==> config.mk <==
export PLATFORM = sky130hd
export DESIGN_NAME = i2c_read_byte
export DESIGN_NICKNAME = d
export VERILOG_FILES = /design/src/rtl/i2c_read_byte.sv
export SDC_FILE = /design/constraint.sdc
export NUM_CORES = 1
export LEC_CHECK = 0
export ABC_CLOCK_PERIOD_IN_PS = 1970
export CORE_MARGIN = 2
export CORE_UTILIZATION = 45
export CTS_CLUSTER_DIAMETER = 60
export DETAILED_ROUTE_END_ITERATION = 8
export PLACE_DENSITY = 0.77
export SKIP_LAST_GASP = 1
export SYNTH_ARGS = -nofsm -noshare
export SYNTH_HDL_FRONTEND = slang
export SYNTH_SLANG_ARGS = --single-unit
==> constraint.sdc <==
create_clock -name PT_CK -period 1.97 [get_ports PT_CK]
set_input_delay 0.394 -clock PT_CK [delete_from_list [all_inputs] [get_ports PT_CK]]
set_output_delay 0.394 -clock PT_CK [all_outputs]
set_load 0.02 [all_outputs]
==> src/rtl/i2c_read_byte.sv <==
// I2C single-register read master: START, addr+W, pointer, repeated START, addr+R,
// one data byte closed by a master NACK, then STOP. One bus phase per PT_CK cycle.
module i2c_read_byte #(
  parameter bit         NACK_ABORT = 1'b1,
  parameter logic [7:0] RDATA_INIT = 8'h00
) (
  input  logic       PT_CK,
  input  logic       RESET,
  input  logic       GO,
  input  logic [7:0] SLAVE_ADDRESS,
  input  logic [7:0] POINTER,
  input  logic       SDAI,
  output logic       SDAO,
  output logic       SCLO,
  output logic       END_OK,
  output logic [7:0] RDATA8,
  output logic       RD_VALID,
  output logic       ACK_OK
);

  typedef enum logic [3:0] {
    IDLE, WAIT_LOW, START_A, START_B,
    B_SETUP, B_HIGH, B_LOW,
    RS_A, RS_B, RS_C, RS_D,
    STOP_A, STOP_B, STOP_C, DONE
  } state_e;

  state_e     state_q, state_d;
  logic [3:0] bitCnt_q, bitCnt_d;
  logic [1:0] byteIdx_q, byteIdx_d;
  logic [7:0] shift_q, shift_d;
  logic [7:0] rdata_q, rdata_d;
  logic       ackFlag_q, ackFlag_d;
  logic       endOk_q, endOk_d;
  logic       rdValid_q, rdValid_d;
  logic       ackOk_q, ackOk_d;

  logic [7:0] txByte;
  logic       txBit;
  logic       lastCell;
  logic       sdaDrive;
  logic       sclDrive;
  logic       unusedAddrBit;

  // The R/W bit is inserted here, so the caller's bit 0 is deliberately dropped.
  assign unusedAddrBit = SLAVE_ADDRESS[0];

  always_comb begin
    case (byteIdx_q)
      2'd0:    txByte = {SLAVE_ADDRESS[7:1], 1'b0};
      2'd1:    txByte = POINTER;
      default: txByte = {SLAVE_ADDRESS[7:1], 1'b1};
    endcase
  end

  assign lastCell = (bitCnt_q == 4'd8);
  // The ACK slot and every cell of the data byte leave SDA released for the slave.
  assign txBit    = (lastCell || byteIdx_q == 2'd3) ? 1'b1 : txByte[~bitCnt_q[2:0]];

  always_ff @(posedge PT_CK or posedge RESET) begin
    if (RESET) begin
      state_q   <= IDLE;
      bitCnt_q  <= '0;
      byteIdx_q <= '0;
      shift_q   <= '0;
      rdata_q   <= RDATA_INIT;
      ackFlag_q <= 1'b0;
      endOk_q   <= 1'b1;
      rdValid_q <= 1'b0;
      ackOk_q   <= 1'b0;
    end else begin
      state_q   <= state_d;
      bitCnt_q  <= bitCnt_d;
      byteIdx_q <= byteIdx_d;
      shift_q   <= shift_d;
      rdata_q   <= rdata_d;
      ackFlag_q <= ackFlag_d;
      endOk_q   <= endOk_d;
      rdValid_q <= rdValid_d;
      ackOk_q   <= ackOk_d;
    end
  end

  always_comb begin
    state_d   = state_q;
    bitCnt_d  = bitCnt_q;
    byteIdx_d = byteIdx_q;
    shift_d   = shift_q;
    rdata_d   = rdata_q;
    ackFlag_d = ackFlag_q;
    endOk_d   = endOk_q;
    rdValid_d = 1'b0;
    ackOk_d   = ackOk_q;
    sdaDrive  = 1'b1;
    sclDrive  = 1'b1;

    case (state_q)
      IDLE: begin
        if (GO) state_d = WAIT_LOW;
      end
      WAIT_LOW: begin
        if (!GO) begin
          state_d = START_A;
          endOk_d = 1'b0;
        end
      end
      START_A: begin
        sdaDrive  = 1'b0;
        ackFlag_d = 1'b1;
        bitCnt_d  = '0;
        byteIdx_d = '0;
        state_d   = START_B;
      end
      START_B: begin
        sdaDrive = 1'b0;
        sclDrive = 1'b0;
        state_d  = B_SETUP;
      end
      B_SETUP: begin
        sclDrive = 1'b0;
        sdaDrive = txBit;
        state_d  = B_HIGH;
      end
      // SDAI is captured on the edge that drops SCL, i.e. the level seen while SCL was high.
      B_HIGH: begin
        sdaDrive = txBit;
        state_d  = B_LOW;
        if (byteIdx_q == 2'd3) begin
          if (!lastCell) shift_d = {shift_q[6:0], SDAI};
        end else if (lastCell && SDAI) begin
          ackFlag_d = 1'b0;
        end
      end
      B_LOW: begin
        sclDrive = 1'b0;
        sdaDrive = txBit;
        if (!lastCell) begin
          bitCnt_d = bitCnt_q + 4'd1;
          state_d  = B_SETUP;
        end else begin
          bitCnt_d = '0;
          if (byteIdx_q == 2'd3) begin
            rdata_d   = shift_q;
            rdValid_d = 1'b1;
            state_d   = STOP_A;
          end else if (NACK_ABORT && !ackFlag_q) begin
            state_d = STOP_A;
          end else begin
            byteIdx_d = byteIdx_q + 2'd1;
            state_d   = (byteIdx_q == 2'd1) ? RS_A : B_SETUP;
          end
        end
      end
      RS_A: begin
        sclDrive = 1'b0;
        state_d  = RS_B;
      end
      RS_B: begin
        state_d = RS_C;
      end
      RS_C: begin
        sdaDrive = 1'b0;
        state_d  = RS_D;
      end
      RS_D: begin
        sdaDrive = 1'b0;
        sclDrive = 1'b0;
        state_d  = B_SETUP;
      end
      STOP_A: begin
        sdaDrive = 1'b0;
        sclDrive = 1'b0;
        state_d  = STOP_B;
      end
      STOP_B: begin
        sdaDrive = 1'b0;
        state_d  = STOP_C;
      end
      STOP_C: begin
        state_d = DONE;
      end
      DONE: begin
        endOk_d = 1'b1;
        ackOk_d = ackFlag_q;
        state_d = IDLE;
      end
      default: begin
        state_d = IDLE;
      end
    endcase
  end

  assign SDAO     = sdaDrive;
  assign SCLO     = sclDrive;
  assign END_OK   = endOk_q;
  assign RDATA8   = rdata_q;
  assign RD_VALID = rdValid_q;
  assign ACK_OK   = ackOk_q;

endmodule

==> metrics.md, run 1 <==
| Metric | Value |
|---|---|
| Status | `finished, violations left` |
| Failing checks | `setup timing` |
| Fillers | `~290` |
| Synth warn | `0` |
| Die X | `66.2 um` |
| Hold Buf Count CTS | `0` |
| Detailed placement HPWL | `about 2700 um` |
| Pin slew with the least headroom to its limit | `between 0.3 and 0.4 ns` |
| Tmin final | `approximately 2.5 ns` |
| Post-Synthesis Cells | `178` |
| Post-synthesis async set-or-reset flop share | `100%` |
| Antenna-violating nets left | `0` |
| Sequential share of the synthesized area | `43.2%` |
| Total Power | `slightly below 3 mW` |
| RSZ-0062 raised after global routing | `yes` |
| FF+latch count, synth | `30` |
| Leak | `1.13 nW` |
| Largest area contributor in the netlist | `dfrtp_1` |
| Final hold violation count | `0` |
| Main synth FF type | `dfrtp_1` |
| Initial Utilization | `roughly 47%` |
| Post-DR wirelength/cell | `14.3 um` |
| Critical Path RT | `1.58 ns` |
| Final setup viols | `1` |
| RR Startpoint | `byteIdx_q[0]$_DFFE_PP0P_` |
| Residual DRC | `0` |
| Clk Latency, worst-skew pair | `about 0.28 ns` |
| PortBufs | `31` |
| Worst path max stage delay | `approximately 0.45 ns` |
| R2r setup slk | `about 0.22 ns` |
| CTS Buf Count | `5` |
| Syn_nets | `between 200 and 250` |
| Clock Tree Buf Depth | `2` |
| Global-route wire length before repair | `6420 um` |
| Iter 0 DRT Violations | `84` |
| Relative slew margins | `around three quarters` |
| Routability congestion estimate | `between 0.8 and 0.9` |
| Area contributors post-synth | `dfrtp_1 (42%), mux2_2 (11%), o21ai_0 (5.2%)` |
| # diodes | `0` |
| Synthesized cell area | `around 0.0017 mm^2` |
| Vias in the first global route | `roughly 1500` |
| CTS H-tree depth | `2` |
| Syn Area/Cell | `between 9 and 10 um^2` |
| Max-cap violation count | `0` |
| Routed vias | `between 1500 and 2000` |
| GRT Util Overall | `19.3%` |
| Post-synth EDFFs | `0` |
| Post-synthesis cell type count | `40` |
| Layout cells sized above 1 | `about a third` |
| Fin Clk Skew | `approximately 0.014 ns` |
| Row count | `22` |
| Chip height | `roughly 66 um` |
| Share of the synthesized area in the top cell type | `roughly two fifths` |
| Arr. time, crit path | `2.13 ns` |
| Final Max Tran Viols | `0` |
| Worst setup SP type | `register` |
| DRT Pass-1 Iters | `5` |
| Clock-pin slew on the worst setup and hold paths | `~0.070 ns` |
| Vias per inst | `5.50` |
| PwrDens | `about 1200 mW/mm^2` |
| Slowest CP cell | `dfrtp_2` |
| Maximum clock frequency | `396 MHz` |
| CP endpoint kind | `primary output` |
| Total global routing overflow | `0` |
| Largest net degree at the start of global routing | `31` |
| Hold Crit Class | `input port to asynchronous set/reset pin` |
| Worst Reg2Reg Path Length in Cells | `6` |
| Core area | `approximately 0.0037 mm^2` |
| Total Routed Length | `a little over 4000 um` |
| Kind of critical path | `register to primary output` |
| Sink Count | `30` |
| CP cell instances | `ha_4 -> or2_4 -> a31oi_4 -> nor4_2 -> o32ai_2 -> o221ai_2 -> buf_4` |
| Initial antenna violation count | `0` |
| Fin nets | `approximately 270` |
| CP max FO | `7` |
| CTS root buf | `clkbuf_8` |
| CTS tree | `done` |
| Die Area | `approximately 0.0044 mm^2` |
| Num ports | `33` |
| Hold slack | `slightly below 0.5 ns` |
| VDD IR max | `a little under 1000 uV` |
| Final period utilization | `128%` |
| Worst Slack Setup Final | `-0.558 ns` |
| Area Growth Syn to Fin | `45.9%` |
| Worst r2r dst | `shift_q[1]$_DFFE_PP0P_` |
==> stage by stage <==
stage	worst slack (ns)	std cells	utilization [%]	TNS [ns]	cell area, um^2
global route	-0.633	286	68.9	-0.633	2540
detailed placement	-0.720	277	62.2	-0.720	2290
finish	-0.558	286	68.9	-0.558	2540
global placement	-0.674	277	62.2	-0.674	2290
CTS	-0.504	286	65.8	-0.504	2430
floorplan	-0.139	178	-	-0.139	1760
==> routing by layer <==
metal,track usage (%),share of wire (%),vias to the layer above
li1,-,-,773
met1,24.6,44,762
met2,32.0,51,29
met3,4.09,2.9,8
met4,7.14,1.9,0
met5,0,0,-
==> synthesized netlist by cell type, drive strengths merged (2+ instances only) <==
| library cell | count |
|---|---|
| ha | 7 |
| a21oi | 13 |
| nand3 | 5 |
| a31oi | 8 |
| and2 | 2 |
| o21ai | 18 |
| nor3 | 5 |
| nor2b | 5 |
| nand2b | 2 |
| o32ai | 2 |
| nand2 | 14 |
| nand4 | 5 |
| nor4 | 2 |
| nor2 | 9 |
| clkbuf | 3 |
| buf | 7 |
| mux2 | 17 |
| o21bai | 2 |
| dfrtp | 29 |
| nor4b | 2 |
| inv | 7 |
==> logic make-up after synthesis <==
logic type	Yosys count	synth area share [%]
AO/OA/AOI/OAI	50	16.9
AND/OR/NAND/NOR	56	18.8
multiplexers	18	11.6
adder cells (fa/ha/maj)	7	5.03
flip-flops	30	43.2
buffers and inverters	17	4.46
==> cell usage in the layout (no fill, tap or decap), types with 2 or more instances in the layout <==
master	netlist	layout
nor3_1	5	4
clkdlybuf4s50_1	0	29
ha_4	0	2
inv_1	7	5
o21ai_1	0	3
ha_1	7	5
a21oi_1	13	12
nor2b_1	5	5
o32ai_2	0	2
and2_1	2	2
inv_2	0	2
o21ai_0	18	15
mux2_2	17	17
nor4_2	0	2
nand4_1	4	4
clkbuf_8	0	6
nand2_1	14	14
nand3_1	5	5
a31oi_1	8	5
nor2_1	7	7
o21bai_1	2	2
buf_4	1	33
dfrtp_1	29	28
a31oi_4	0	3
==> flip-flops by register name (all words and copies together) (netlist names) <==
register / flops
shift_q: 8
byteIdx_q: 2
bitCnt_q: 4
ACK_OK: 1
ackFlag_q: 1
state_q: 4
END_OK: 1
RD_VALID: 1
RDATA8: 8
==> power breakdown <==
group / internal (mW) / leakage, nW / switching [mW]
sequential: 0.713 / 0.400 / 0.0919
clock: 0.404 / 0.0573 / 0.218
combinational: 0.732 / 0.674 / 0.809
total: 1.85 / 1.13 / 1.12
==> worst max-delay path: cells and delay by family (launching register included) <==
family	cells	cell delay (ns)
buffers and inverters	1	0.17
AND/OR/NAND/NOR	2	0.37
flip-flops	1	0.45
AO/OA/AOI/OAI	3	0.65
adder cells (fa/ha/maj)	1	0.20
==> worst max-delay path by stage <==
stage	slack, ns	start	endpoint
floorplan	-0.14	byteIdx_q[1]$_DFFE_PP0P_	SDAO
global placement	-0.67	byteIdx_q[0]$_DFFE_PP0P_	SDAO
detailed placement	-0.72	byteIdx_q[0]$_DFFE_PP0P_	SDAO
CTS	-0.50	byteIdx_q[0]$_DFFE_PP0P_	SDAO
global route	-0.63	byteIdx_q[0]$_DFFE_PP0P_	SDAO
finish	-0.56	byteIdx_q[0]$_DFFE_PP0P_	SDAO
==> layout make-up <==
| class | instances | area (um^2) | area share (%) |
|---|---|---|---|
| Multi-Input combinational cell | 131 | 1040 | 41.1 |
| Clock buffer | 6 | 82.6 | 3.25 |
| Clock inverter | 1 | 30.0 | 1.18 |
| Sequential cell | 30 | 753 | 29.7 |
| Timing Repair Buffer | 63 | 543 | 21.4 |
| Tap cell | 48 | 60.1 | 2.36 |
| Inverter | 7 | 26.3 | 1.03 |
==> repair_timing <==
item                                    CTS  global route
gates resized for setup                   9            22
gates cloned                              0             0
setup buffers                             2             0
endpoints found under the setup margin    2             2
pin swaps                                 7             8
Power figures use the tool's default switching activity.
==> inputs of run 2 (changes only) <==
Settings changed: CTS_BUF_LIST from default to sky130_fd_sc_hd__clkbuf_16.
==> metrics.md, run 2 (synthesized netlist as in run 1, its figures left out) <==
| Metric | Value |
|---|---|
| Detailed placement HPWL | `2710 um (unchanged)` |
| DP Area | `0.00229 mm^2 (unchanged)` |
| Fin Clk Skew | `0.00829 ns (was 0.0138 ns)` |
| Iter 0 DRT Violations | `78 (was 84)` |
| Commonest non-fill, non-tap cell in the layout | `buf_4 (unchanged)` |
| # diodes | `0 (unchanged)` |
| Initial antenna violation count | `0 (unchanged)` |
| Chip height | `66.2 um (unchanged)` |
| Hold Buf Count CTS | `0 (unchanged)` |
| Largest net degree at the start of global routing | `31 (unchanged)` |
| Arr. time, crit path | `2.17 ns (was 2.13 ns)` |
| Clock power share | `26.4% (was 21.0%)` |
| Global-route wire length before repair | `6720 um (was 6420 um)` |
| Final instance area | `0.00256 mm^2 (was 0.00254 mm^2)` |
| Clock Tree Buf Depth | `2 (unchanged)` |
| Most frequent cells in the layout | `buf_4 (32), clkdlybuf4s50_1 (29), dfrtp_1 (28) (was buf_4 (33), clkdlybuf4s50_1 (29), dfrtp_1 (28))` |
| Die X | `66.2 um (unchanged)` |
| Total Routed Length | `4380 um (was 4080 um)` |
| Fin nets | `265 (unchanged)` |
| Sequential power share | `25.6% (was 27.1%)` |
| Leak | `1.14 nW (was 1.13 nW)` |
| Hold slack | `0.491 ns (was 0.484 ns)` |
| Core area | `0.00369 mm^2 (unchanged)` |
| CP max FO | `6 (was 7)` |
| Num ports | `33 (unchanged)` |
| VDD IR max | `965 uV (was 985 uV)` |
| NetSw | `1.14 mW (was 1.12 mW)` |
| Layout cells sized above 1 | `32.8% (was 34.5%)` |
| Sink Count | `30 (unchanged)` |
| Total global routing overflow | `0 (unchanged)` |
| Comb power frac | `48.1% (was 51.9%)` |
| Row count | `22 (unchanged)` |
| Status | `finished, violations left (unchanged)` |
| Tmin final | `2.56 ns (was 2.53 ns)` |
| GR peak layer | `met2 (unchanged)` |
| Switching share of power | `36.2% (was 37.7%)` |
| Failing checks | `setup timing (unchanged)` |
| Max-cap violation count | `0 (unchanged)` |
| Clk Latency, worst-skew pair | `0.28 ns (about the same)` |
| DRT Pass-1 Iters | `4 (was 5)` |
| CTS tree | `done (unchanged)` |
| Final hold violation count | `0 (unchanged)` |
| Residual DRC | `0 (unchanged)` |
| Kind of critical path | `register to primary output (unchanged)` |
| Maximum clock frequency | `391 MHz (was 396 MHz)` |
| CTS H-tree depth | `2 (unchanged)` |
| Clock-pin slew on the worst setup and hold paths | `0.05 ns (was 0.07 ns)` |
| Antenna-violating nets left | `0 (unchanged)` |
| Final setup viols | `1 (unchanged)` |
| Area Growth Syn to Fin | `47.2% (was 45.9%)` |
| Final Max Tran Viols | `0 (unchanged)` |
| Post-DR wirelength/cell | `15.3 um (was 14.3 um)` |
| CP endpoint kind | `primary output (unchanged)` |
| Setup TNS | `-0.590 ns (was -0.558 ns)` |
| Routability congestion estimate | `0.832 (unchanged)` |
| PortBufs | `31 (unchanged)` |
| Hold Crit Class | `input port to asynchronous set/reset pin (unchanged)` |
| Internal | `2.02 mW (was 1.85 mW)` |
| Pin slew with the least headroom to its limit | `0.407 ns (was 0.378 ns)` |
| Critical Path RT | `1.58 ns (about the same)` |
| Met2 GRT Util | `33.1% (was 32.0%)` |
| GRT Util Overall | `20.5% (was 19.3%)` |
| Worst setup SP type | `register (unchanged)` |
| Vias in the first global route | `1481 (was 1469)` |
| Initial Utilization | `47.2% (unchanged)` |
| RSZ-0062 raised after global routing | `yes (unchanged)` |
| GR Util met1 | `25.4% (was 24.6%)` |
| Routed vias | `1607 (was 1572)` |
| PwrDens | `1230 mW/mm^2 (was 1170 mW/mm^2)` |
| Vias per inst | `5.62 (was 5.50)` |
| Fillers | `289 (was 292)` |
| CTS Buf Count | `5 (unchanged)` |
| Relative slew margins | `72.6% (was 74.8%)` |
| GR Layer Usage met3 | `5.79% (was 4.09%)` |
| Worst Slack Setup Final | `-0.590 ns (was -0.558 ns)` |
| Die Area | `0.00438 mm^2 (unchanged)` |
| Final period utilization | `130% (was 128%)` |
| CTS root buf | `clkbuf_16 (was clkbuf_8)` |
[run 2: changes by cell type in the layout (fill, tap and decap cells not counted), moves of 2 or more]
| cell | delta |
|---|---|
| o21ai_1 | -2 |
| clkbuf_8 | -6 |
| clkbuf_16 | +5 |
| o21ai_0 | +2 |
[run 2: layout make-up]
cell class	count	area, um^2	area share (%)
Multi-Input combinational cell	131	1020	39.7
Sequential cell	30	753	29.4
Timing Repair Buffer	63	547	21.3
Clock buffer	5	125	4.89
Tap cell	48	60.1	2.34
Clock inverter	2	33.8	1.32
Inverter	7	26.3	1.03
[run 2: worst paths after layout]
| kind | start | endpoint | slack [ns] | cells after the start |
|---|---|---|---|---|
| setup / recovery | byteIdx_q[0]$_DFFE_PP0P_ | SDAO | -0.59 | 8 |
| setup reg to reg | bitCnt_q[2]$_DFFE_PP0P_ | RDATA8[4]$_DFFE_PP0P_ | 0.23 | 5 |
| min in group PT_CK | RDATA8[5]$_DFFE_PP0P_ | RDATA8[5]$_DFFE_PP0P_ | 0.50 | 1 |
| hold reg to reg | RDATA8[5]$_DFFE_PP0P_ | RDATA8[5]$_DFFE_PP0P_ | 0.50 | 1 |
| max in group asynchronous | RESET | END_OK$_DFFE_PP1P_ | 1.16 | 3 |
| hold / removal | RESET | ackFlag_q$_DFFE_PP0P_ | 0.49 | 3 |
[run 2: repair_timing]
action / CTS / global route
gates resized for setup: 9 / 16
endpoints found under the setup margin: 2 / 2
pin swaps: 6 / 8
buffers inserted: 2 / 0
[run 2: through the flow]
step	instances	power [mW]	worst slack, ns	utilization [%]
final	286	3.16	-0.590	69.4
after global routing	286	3.37	-0.664	69.4
after CTS	286	3.06	-0.503	67.0
after detailed placement	277	2.18	-0.720	62.2
after global placement	277	2.15	-0.674	62.2
after floorplan	178	1.64	-0.139	-
[run 2: worst max-delay path, stage by stage, from the launching register on]
cell and delay [ns]:
dfrtp_2 0.45, ha_4 0.19, or2_4 0.30, buf_6 0.14, a21oi_1 0.21, o32ai_2 0.13
o32ai_2 0.16, o221ai_2 0.14, buf_4 0.16
[run 2: routing by layer]
layer	vias to the layer above	wire length, um
met4	0	124
li1	768	-
met2	49	2220
met3	16	210
met5	-	0
met1	774	1820
[run 2: power by group through the flow]
stage          Clock (mW)  Combinational (mW)  Sequential, mW
2_1_floorplan           0               0.809           0.831
3_3_place_gp            0                1.35           0.806
3_5_place_dp            0                1.37           0.809
4_1_cts             0.849                1.41           0.804
5_1_grt             0.877                1.67           0.819
6_report            0.834                1.52           0.808
